<file path="src/rtl/alu_seq.sv">
// alu_seq: multi-word arithmetic sequencer driving a shared 16-bit ALU once per word, chaining carry.
// Define ALU_SEQ_DAA_EN to add the single-word decimal-adjust mode 8 and its ALU ports.
module alu_seq #(
    parameter int WORDS_MAX = 4,
    parameter int IDXW      = 3
) (
    input  logic            clock,
    input  logic            reset_n,
    input  logic            req_valid,
    output logic            req_ready,
    input  logic [3:0]      req_mode,
    input  logic [IDXW-1:0] req_words,
    input  logic [11:0]     req_flags,
    output logic [IDXW-1:0] op_index,
    input  logic [15:0]     op1_in,
    input  logic [15:0]     op2_in,
    output logic [3:0]      alu_mode,
    output logic            alu_isize,
    output logic [15:0]     alu_op1,
    output logic [15:0]     alu_op2,
    output logic [11:0]     alu_flags,
    input  logic [15:0]     alu_result,
    input  logic [11:0]     alu_flags_o,
`ifdef ALU_SEQ_DAA_EN
    input  logic [7:0]      alu_daa_r,
    input  logic [11:0]     alu_daa_flags,
`endif
    output logic            wr_valid,
    output logic [IDXW-1:0] wr_index,
    output logic [15:0]     wr_data,
    output logic            done_valid,
    output logic [11:0]     done_flags,
    output logic            done_err
);
    typedef enum logic {IDLE, RUN} state_t;
    state_t state_q, state_d;
    logic [3:0]      mode_q, mode_d;
    logic [IDXW-1:0] last_q, last_d, idx_q, idx_d, wr_index_q, wr_index_d, last_n;
    logic [11:0]     flags_q, flags_d, done_flags_q, done_flags_d;
    logic [15:0]     wr_data_q, wr_data_d;
    logic carry_q, carry_d, zacc_q, zacc_d, af_q, af_d, pf_q, pf_d, err_q, err_d;
    logic wr_valid_q, wr_valid_d, done_valid_q, done_valid_d, done_err_q, done_err_d;
    logic run, daa, first, af0, pf0, err_req;
    logic [3:0]  chain_mode;
    logic [7:0]  daa_r;
    logic [11:0] daa_flags;
`ifdef ALU_SEQ_DAA_EN
    localparam bit DAA_EN = 1'b1;
    assign daa_r     = alu_daa_r;
    assign daa_flags = alu_daa_flags;
`else
    localparam bit DAA_EN = 1'b0;
    assign daa_r     = '0;
    assign daa_flags = '0;
`endif
    assign wr_valid   = wr_valid_q;
    assign wr_index   = wr_index_q;
    assign wr_data    = wr_data_q;
    assign done_valid = done_valid_q;
    assign done_flags = done_flags_q;
    assign done_err   = done_err_q;
    assign alu_isize  = 1'b1;
    always_comb begin
        req_ready  = state_q == IDLE;
        run        = state_q == RUN && !err_q;
        daa        = DAA_EN && mode_q == 4'd8;
        first      = idx_q == '0;
        af0        = first ? alu_flags_o[4] : af_q;
        pf0        = first ? alu_flags_o[2] : pf_q;
        err_req    = req_mode[3] && !(DAA_EN && req_mode == 4'd8);
        // Upper words continue the chain: ADD becomes ADC, SUB/CMP become SBB.
        chain_mode = (mode_q == 4'd0) ? 4'd2 : (mode_q == 4'd5 || mode_q == 4'd7) ? 4'd3 : mode_q;
        last_n     = (req_words == '0) ? '0 :
                     ({1'b0, req_words} > (IDXW+1)'(WORDS_MAX)) ? IDXW'(WORDS_MAX - 1) : req_words - 1'b1;
        op_index   = run ? idx_q : '0;
        alu_op1    = run ? op1_in : '0;
        alu_op2    = run ? op2_in : '0;
        alu_mode   = (!run || daa) ? 4'd0 : first ? mode_q : chain_mode;
        alu_flags  = !run ? 12'd0 : first ? flags_q : {flags_q[11:1], carry_q};
        state_d      = state_q;
        mode_d       = mode_q;
        last_d       = last_q;
        idx_d        = idx_q;
        flags_d      = flags_q;
        carry_d      = carry_q;
        zacc_d       = zacc_q;
        af_d         = af_q;
        pf_d         = pf_q;
        err_d        = err_q;
        wr_valid_d   = 1'b0;
        wr_index_d   = wr_index_q;
        wr_data_d    = wr_data_q;
        done_valid_d = 1'b0;
        done_flags_d = done_flags_q;
        done_err_d   = done_err_q;
        if (req_valid && req_ready) begin
            state_d = RUN;
            mode_d  = req_mode;
            flags_d = req_flags;
            idx_d   = '0;
            zacc_d  = 1'b1;
            err_d   = err_req;
            last_d  = (DAA_EN && req_mode == 4'd8) ? '0 : last_n;
        end else if (state_q == RUN && err_q) begin
            state_d      = IDLE;
            err_d        = 1'b0;
            done_valid_d = 1'b1;
            done_err_d   = 1'b1;
            done_flags_d = flags_q;
        end else if (run) begin
            carry_d = alu_flags_o[0];
            zacc_d  = zacc_q & alu_flags_o[6];
            af_d    = af0;
            pf_d    = pf0;
            idx_d   = idx_q + 1'b1;
            if (mode_q != 4'd7) begin
                wr_valid_d = 1'b1;
                wr_index_d = idx_q;
                wr_data_d  = daa ? {op1_in[15:8], daa_r} : alu_result;
            end
            if (idx_q == last_q) begin
                state_d      = IDLE;
                done_valid_d = 1'b1;
                done_err_d   = 1'b0;
                done_flags_d = daa ? daa_flags :
                               {alu_flags_o[11:7], zacc_q & alu_flags_o[6], alu_flags_o[5], af0,
                                alu_flags_o[3], pf0, alu_flags_o[1:0]};
            end
        end
    end
    always_ff @(posedge clock or negedge reset_n) begin
        if (!reset_n) begin
            state_q      <= IDLE;
            mode_q       <= '0;
            last_q       <= '0;
            idx_q        <= '0;
            flags_q      <= '0;
            carry_q      <= 1'b0;
            zacc_q       <= 1'b0;
            af_q         <= 1'b0;
            pf_q         <= 1'b0;
            err_q        <= 1'b0;
            wr_valid_q   <= 1'b0;
            wr_index_q   <= '0;
            wr_data_q    <= '0;
            done_valid_q <= 1'b0;
            done_flags_q <= '0;
            done_err_q   <= 1'b0;
        end else begin
            state_q      <= state_d;
            mode_q       <= mode_d;
            last_q       <= last_d;
            idx_q        <= idx_d;
            flags_q      <= flags_d;
            carry_q      <= carry_d;
            zacc_q       <= zacc_d;
            af_q         <= af_d;
            pf_q         <= pf_d;
            err_q        <= err_d;
            wr_valid_q   <= wr_valid_d;
            wr_index_q   <= wr_index_d;
            wr_data_q    <= wr_data_d;
            done_valid_q <= done_valid_d;
            done_flags_q <= done_flags_d;
            done_err_q   <= done_err_d;
        end
    end
endmodule

</file>
<file path="config.mk">
export PLATFORM = sky130hd
export DESIGN_NAME = alu_seq
export DESIGN_NICKNAME = d
export VERILOG_FILES = /design/src/rtl/alu_seq.sv
export SDC_FILE = /design/constraint.sdc
export NUM_CORES = 1
export LEC_CHECK = 0
export CORE_MARGIN = 3
export CORE_UTILIZATION = 40
export CTS_BUF_LIST = sky130_fd_sc_hd__clkbuf_8
export DETAILED_ROUTE_END_ITERATION = 16
export PLACE_DENSITY = 0.82
export SYNTH_ARGS = -nofsm -noshare
export SYNTH_HDL_FRONTEND = slang
export SYNTH_SLANG_ARGS = --single-unit
export TNS_END_PERCENT = 20
</file>
<file path="constraint.sdc">
create_clock -name clock -period 2.05 [get_ports clock]
set_input_delay 0.41 -clock clock [delete_from_list [all_inputs] [get_ports clock]]
set_output_delay 0.41 -clock clock [all_outputs]
set_load 0.05 [all_outputs]
</file>
After elaboration in Yosys (flattened, before gate mapping)
Cells that the tools add are included.
Word-level totals
  register bits: 62
  output and inout port bits: 87
  word-level logic and storage cells: 84
Operators by class
  $add $sub $neg: 2
  magnitude comparators: 1
  equality and inequality tests: 5
  multiplexer cells: 37
  bitwise gates (word level): 4
  reduce and logical (&&, ||, !) cells: 19
Operators with widths (number)
  $mux W12: 4
  $mux W16: 2
  $mux W1: 21
  $mux W3: 6
  $mux W4: 4
  $eq A4 B3 Y1 const B: 2
  $reduce_bool A2 Y1: 4
  $logic_not A3 Y1: 2
  $reduce_and A3 Y1: 2
  $reduce_bool A3 Y1: 2
  $logic_not A4 Y1: 1
  $ne A4 B3 Y1 const B: 1
  $reduce_and A2 Y1: 2
  $reduce_and A4 Y1: 1
  $add A3 B1 Y3 const B: 1
  $eq A3 B3 Y1: 1
  $gt A3 B3 Y1 const B: 1
  $logic_and A1 B1 Y1: 3
  $not A1 Y1: 3
  $sub A3 B1 Y3 const B: 1
  $ne A2 B2 Y1 const B: 1
  $and A1 B1 Y1: 1
  $logic_not A1 Y1: 1
  $logic_or A1 B1 Y1: 1

Depth between registers and ports, before layout
Gate-level depths: netlist of run 1.
  depth after elaboration: 6
  gate-level depth with buffers: 6
  gate-level depth less buffers: 6

Least setup slack after synthesis of run 1
No wires, ideal clock.
  path type: register -> output
  from: register err_q
  to: output alu_mode[2]
  data arrival time: 1730 ps
  path slack: -90 ps
  stages on the path, launching flop included: 6
  path through: dfrtp_1 > buf_2 > nor2b_4 > clkbuf_1 > nand2_1 > a21oi_1
On the way
  word-level cells in the longest chain between the ends: 3
Ends and longest elaborated chain
  start, declared: RTL line 41  | logic carry_q, carry_d, zacc_q, zacc_d, af_q, af_d, pf_q, pf_d, err_q, err_d;
  start signal, assigned: RTL line 159  | err_q <= err_d;
  $logic_not A1 Y1: RTL line 65  | run = state_q == RUN && !err_q;
  $logic_and A1 B1 Y1: RTL line 65
  $mux W4: RTL line 78  | alu_mode = (!run || daa) ? 4'd0 : first ? mode_q : chain_mode;
  end, declared: RTL line 17  | output logic [3:0] alu_mode,
Every way passes these cells.

Final worst setup path of run 1
  from: register done_flags_q[7] (netlist: done_flags[7])
  to: output done_flags[7]
RTL lines
  start, declared: RTL line 39  | logic [11:0] flags_q, flags_d, done_flags_q, done_flags_d;
  start signal, assigned: RTL line 164  | done_flags_q <= done_flags_d;
  end, declared: RTL line 32  | output logic [11:0] done_flags,
No word-level cell between the ends.

==> results of run 1 <==
==> worst min-delay path by stage <==
stage,to,slack [ps],cells after the start
after CTS,flags_q[10],480,2
after floorplan,af_q,110,0
after global routing,carry_q,500,2
after detailed placement,flags_q[11],310,1
after global placement,flags_q[11],310,1
final,carry_q,480,2
==> layer usage <==
metal | up-vias | track usage [%] | share of wire, % | routed length [um]
met5 | - | 0 | 0 | 0
met1 | 1421 | 26.06 | 38 | 3749
met4 | 0 | 11.19 | 3.0 | 295
met3 | 22 | 4.167 | 7.7 | 759
met2 | 139 | 38.26 | 51 | 4997
li1 | 1397 | - | - | -
==> per-stage QoR <==
step	TNS [ps]	power, W	utilization [%]
6_report	0	0.01074	76.74
5_1_grt	-15.12	0.01125	76.74
4_1_cts	-27.44	0.01071	76.26
3_5_place_dp	0	0.009717	73.50
3_3_place_gp	0	0.009542	73.50
2_1_floorplan	-57.97	0.006605	-
==> power breakdown <==
part           switching, W  internal (W)
registers          0.000431       0.00183
clock network      0.000442      0.000483
logic               0.00436       0.00320
total               0.00523       0.00551
==> state kept, by name (all words and copies together), names as in the netlist, 3 cells and up <==
register / flops
flags_q: 12
done_flags: 12
last_q: 3
wr_index: 3
idx_q: 3
mode_q: 4
wr_data: 16
==> cell usage in the layout (no fill, tap or decap), types with 2 or more instances in the layout <==
cell,synthesis,routed
nor3_2,8,9
a2111oi_0,2,2
xnor2_1,3,3
xor2_1,2,2
ha_1,4,3
buf_4,3,17
and2_1,48,48
nor2b_4,1,2
o22ai_1,12,12
clkdlybuf4s50_1,0,113
dfrtp_1,62,62
nor2b_1,3,2
buf_12,0,54
nand2_1,65,65
mux2_2,21,21
o21ai_0,4,4
inv_2,0,2
nor2_1,15,12
inv_1,7,8
nor2_2,0,3
a21oi_1,4,2
nor3_1,26,25
clkbuf_8,0,11
==> timing repair <==
item | 4_1_cts | 5_1_grt
hold endpoints to repair | 10 | 0
pin swaps | 0 | 3
cloned | 0 | 0
hold buffers | 1 | 0
resized for setup | 6 | 7
endpoints found under the setup margin | 2 | 48
setup buffers | 0 | 2
==> logic make-up after synthesis <==
kind of cell             after synthesis  share of synthesized area, %
adder cells (fa/ha/maj)                5                         1.946
buffers and inverters                 29                         4.986
AO/OA/AOI/OAI                         25                         4.986
flip-flops                            62                         50.26
multiplexers                          22                         7.986
other                                  1                        0.1215
AND/OR/NAND/NOR                      171                         28.29
XOR/XNOR                               5                         1.419
==> layout make-up <==
type,instances,share of cell area [%]
Tap cell,99,2.190
Clock buffer,11,2.677
Sequential cell,62,27.43
Multi-Input combinational cell,229,25.31
Timing Repair Buffer,186,41.64
Clock inverter,4,0.2876
Inverter,7,0.4646
==> worst register-to-register path, stage by stage, from the launching register on <==
cell and delay [ps]:
dfrtp_1 390, buf_4 160, xnor2_1 200, nand4_1 240, a2111oi_0 540, nor3_1 130
==> flow_summary.yaml, run 1 <==
die:
  dieArea_mm2: 0.008807
  num_rows: 31
  die_x_um: 93.85
  ioPinCount: 169
  die_h_um: 93.85
  initial_utilization_pct: 41.88
  coreArea_mm2: 0.007370
setup_path:
  crit_cells: 1
  worstSetupEndpoint: "done_flags[7]"
  start_kind: "flip-flop"
  crit_fanout: 3
  crit_type: "flip-flop to output port"
  worstPathCellList: "clkdlybuf4s50_1"
  r2r_start: "idx_q[1]"
  r2r-end: "done_flags[2]"
  r2r_cells: 5
  r2r_slack_ps: 250
  cp.arrival_ps: 1590
  crit_start: "done_flags[7]"
  cpMaxStageDelayCell: "clkdlybuf4s50_1"
  crit_buf_inv: 1
  end_kind: "output port"
  cp_top_family: "buffers and inverters"
  crit_required_ps: 1640
  slowest_delay_ps: 830
timing:
  fin_skew_ps: 9.893
  max_slew_margin_pct: 63.83
  worst_slew_pin_slew_ps: 540.9
  hold_slack_ps: 479.5
  fmax_ghz: 0.5013
  final.setup.worst_slack_ps: 55.00
  fin_crit_ps: 1995
  rsz0062_at_grt: "true"
  slew_viol_final: 0
  hold_viol: 0
  setup_viol: 0
  fin_crit_sh_pct: 97.32
finish:
  fillers: 486
  final_cell_area_mm2: 0.005655
  finalNetCount: 581
  final-seq-area_mm2: 0.001551
  drive_above_1_share_pct: 25.05
  multi_input_area_mm2: 0.001431
  instances_no_fill: 598
  antenna_cells: 0
  area_growth_pct: 83.22
logic_synthesis:
  synth-seq-cells: 62
  syn_inst: 320
  synth_top_area_share_pct: 50.26
  synth.avg_cell_area_um2: 9.646
  synth.area.top_cells: "dfrtp_1 50%, and2_1 9.7%, nand2_1 7.9%, mux2_2 7.7%, nor3_1 4.2%"
  syn_nets: 406
  yosysUniqueCellTypes: 32
  synth_common_cells: "65 x nand2_1, 62 x dfrtp_1, 48 x and2_1"
  seq_area_frac_synth_pct: 50.26
  netlist_area_mm2: 0.003087
  synth-edff-count: 0
  synthFlopType: "dfrtp_1"
  async_reset_ff_share_pct: 100.0
  yosys_warnings: 0
  synth_area_leader_cell: "dfrtp_1"
  synth_most_common_cell: "nand2_1"
worst_hold_path:
  holdCritPathClass: "flip-flop to flip-flop"
  min_from: "carry_q"
placement:
  pre_cts_slack_ps: 180.7
  placed_cell_area_mm2: 0.005416
  portBuffers: 167
  place.gp.congestion: 0.8339
  hpwl_um: 7616
  dp_cells: 580
global_route:
  antenna_found_initial: 0
  grt_max_degree: 46
  gr-usage-all-layers_pct: 22.12
  grt_pass1_wl_um: 15050
  grt_pass1_vias: 2929
  grt.overflow.total: 0
route:
  drt_iter0_markers: 92
  final_antenna_net_count: 0
  drc_errors: 0
  vias_per_cell: 4.982
  routed-via-count: 2979
  totalWireLength_um: 9802
  first_pass_iters: 4
  wire_per_inst_um: 16.39
power:
  vdd_drop_max_mv: 1.088
  p_leak_nw: 2.491
  power_density_mw_per_mm2: 1899
clock_network:
  insertion_delay_ps: 340
  path_clk_slew_ps: 70
  root_buffer: "clkbuf_8"
  cts_buffers: 9
  cts_sinks: 62
  cts_tree: "done"
  htreeDepth: 3
  clock_path_buffers: 2
flow_run:
  maxCapViolCount: 0
outcome:
  outcome: "complete, no violations"
Note: power is estimated with default switching activity, not from simulation.
==> inputs of run 2 (changes only) <==
Settings changed: RECOVER_POWER set to 25.
==> run 2 against run 1 <==
Effect of this change: clock skew is essentially flat; critical path depth is the same; final area shrank 0.31%; first-iteration DRC count grew 29%; sequential share of layout area grew 0.085 points; clock power is essentially flat; global-route usage is the same; sequential power is essentially flat; highest routed layer unchanged.
==> flow_summary.yaml, run 2 (same netlist as run 1, synthesis figures left out) <==
setup_path:
  cpMaxStageDelayCell: "clkdlybuf4s50_1"
  r2r_start: "idx_q[1]"
  r2r_slack_ps: 270
  crit_required_ps: 1640
  cp.arrival_ps: 1580
  crit_buf_inv: 1
  end_kind: "output port"
  crit_type: "flip-flop to output port"
  r2r_cells: 5
  worstPathCellList: "clkdlybuf4s50_1"
  start_kind: "flip-flop"
  r2r-end: "done_flags[2]"
  crit_fanout: 3
  cp_top_family: "buffers and inverters"
  slowest_delay_ps: 830
finish:
  largest_reg_flops: 16
  final_common_cell: "clkdlybuf4s50_1"
  final_cell_mix: "113 x clkdlybuf4s50_1, 65 x nand2_1, 62 x dfrtp_1"
  final_util_pct: 76.50
  area_growth_pct: 82.65
  finalNetCount: 581
  final-seq-area_mm2: 0.001551
  drive_above_1_share_pct: 24.65
  multi_input_area_mm2: 0.001431
  fillers: 491
  antenna_cells: 0
timing:
  max_slew_margin_pct: 55.87
  final.setup.worst_slack_ps: 58.10
  setup_viol: 0
  worst_slew_pin_slew_ps: 661.9
  hold_viol: 0
  slew_viol_final: 0
  rsz0062_at_grt: "true"
  fin_crit_sh_pct: 97.17
  hold_slack_ps: 479.5
  fin_crit_ps: 1992
  fmax_ghz: 0.5020
  fin_skew_ps: 9.514
global_route:
  gr-usage-all-layers_pct: 22.12
  grt_pass1_wl_um: 15050
  grt.overflow.total: 0
  grt_pass1_vias: 2929
  antenna_found_initial: 0
  grt_max_degree: 46
route:
  routed-via-count: 2988
  vias_per_cell: 4.997
  drt_iter0_markers: 119
  first_pass_iters: 4
  totalWireLength_um: 9760
  wire_per_inst_um: 16.32
  drc_errors: 0
  final_antenna_net_count: 0
clock_network:
  clock_path_buffers: 2
  cts_tree: "done"
  htreeDepth: 3
  path_clk_slew_ps: 70
  cts_sinks: 62
  cts_buffers: 9
  insertion_delay_ps: 340
  root_buffer: "clkbuf_8"
placement:
  hpwl_um: 7616
  pre_cts_slack_ps: 180.7
  place.gp.congestion: 0.8339
  portBuffers: 167
die:
  coreArea_mm2: 0.007370
  num_rows: 31
  initial_utilization_pct: 41.88
  die_h_um: 93.85
  dieArea_mm2: 0.008807
  ioPinCount: 169
  die_x_um: 93.85
worst_hold_path:
  hold_path_depth: 2
  whs_endpoint: "carry_q"
  holdCritPathClass: "flip-flop to flip-flop"
  min_from: "carry_q"
power:
  p_sw_w: 0.005227
  p_clk_share_pct: 8.6
  vdd_drop_max_mv: 1.088
  seq_power_share_pct: 21.0
  power_density_mw_per_mm2: 1903
  pwr-share-comb_pct: 70.4
  intPower_w: 0.005504
  p_sw_share_pct: 48.71
  p_leak_nw: 2.480
flow_run:
  maxCapViolCount: 0
outcome:
  outcome: "complete, no violations"
## run 2: final cells by class
type	instances	area share, %
Inverter	7	0.4660
Clock inverter	4	0.2885
Timing Repair Buffer	186	41.46
Tap cell	99	2.197
Sequential cell	62	27.52
Multi-Input combinational cell	229	25.39
Clock buffer	11	2.685
## run 2: worst max path at each step
stage,from,to,slack (ps),depth (start not counted)
2_1_floorplan,idx_q[0],alu_mode[1],-30,6
3_3_place_gp,idx_q[0],alu_flags[0],240,6
3_5_place_dp,idx_q[1],alu_flags[0],180,6
4_1_cts,state_q,op_index[1],-30,4
5_1_grt,idx_q[1],alu_mode[1],-20,7
6_report,done_flags[7],done_flags[7],60,1
## run 2: through the flow
step           power [W]  cells  area (um2)  setup TNS (ps)
3_3_place_gp    0.009542    580        5416               0
6_report         0.01073    598        5638               0
5_1_grt          0.01125    598        5638          -15.12
4_1_cts          0.01071    596        5620          -27.44
2_1_floorplan   0.006605    320        3090          -57.97
3_5_place_dp    0.009717    580        5416               0
## run 2: power groups by stage
stage               Clock [W]  Combinational, W  Sequential [W]
floorplan                   0           0.00328         0.00332
CTS                  0.000941           0.00752         0.00225
finish               0.000924           0.00755         0.00226
global route         0.000991           0.00793         0.00233
global placement            0           0.00733         0.00222
detailed placement          0           0.00745         0.00227
## run 2: per-layer routing
metal,GRT usage (%),up-vias,routed length [um]
met5,0,-,0
met4,11.19,0,323
met3,4.167,25,730
met2,38.26,132,4969
met1,26.06,1430,3738
li1,-,1401,-
## run 2: what timing repair did
action                                  in CTS  in global routing
endpoints found under the hold margin       10                  0
resized for setup                            6                  7
cloned                                       0                  0
setup buffers                                0                  2
pin swaps                                    0                  3
hold buffers                                 1                  0
endpoints found under the setup margin       2                 48
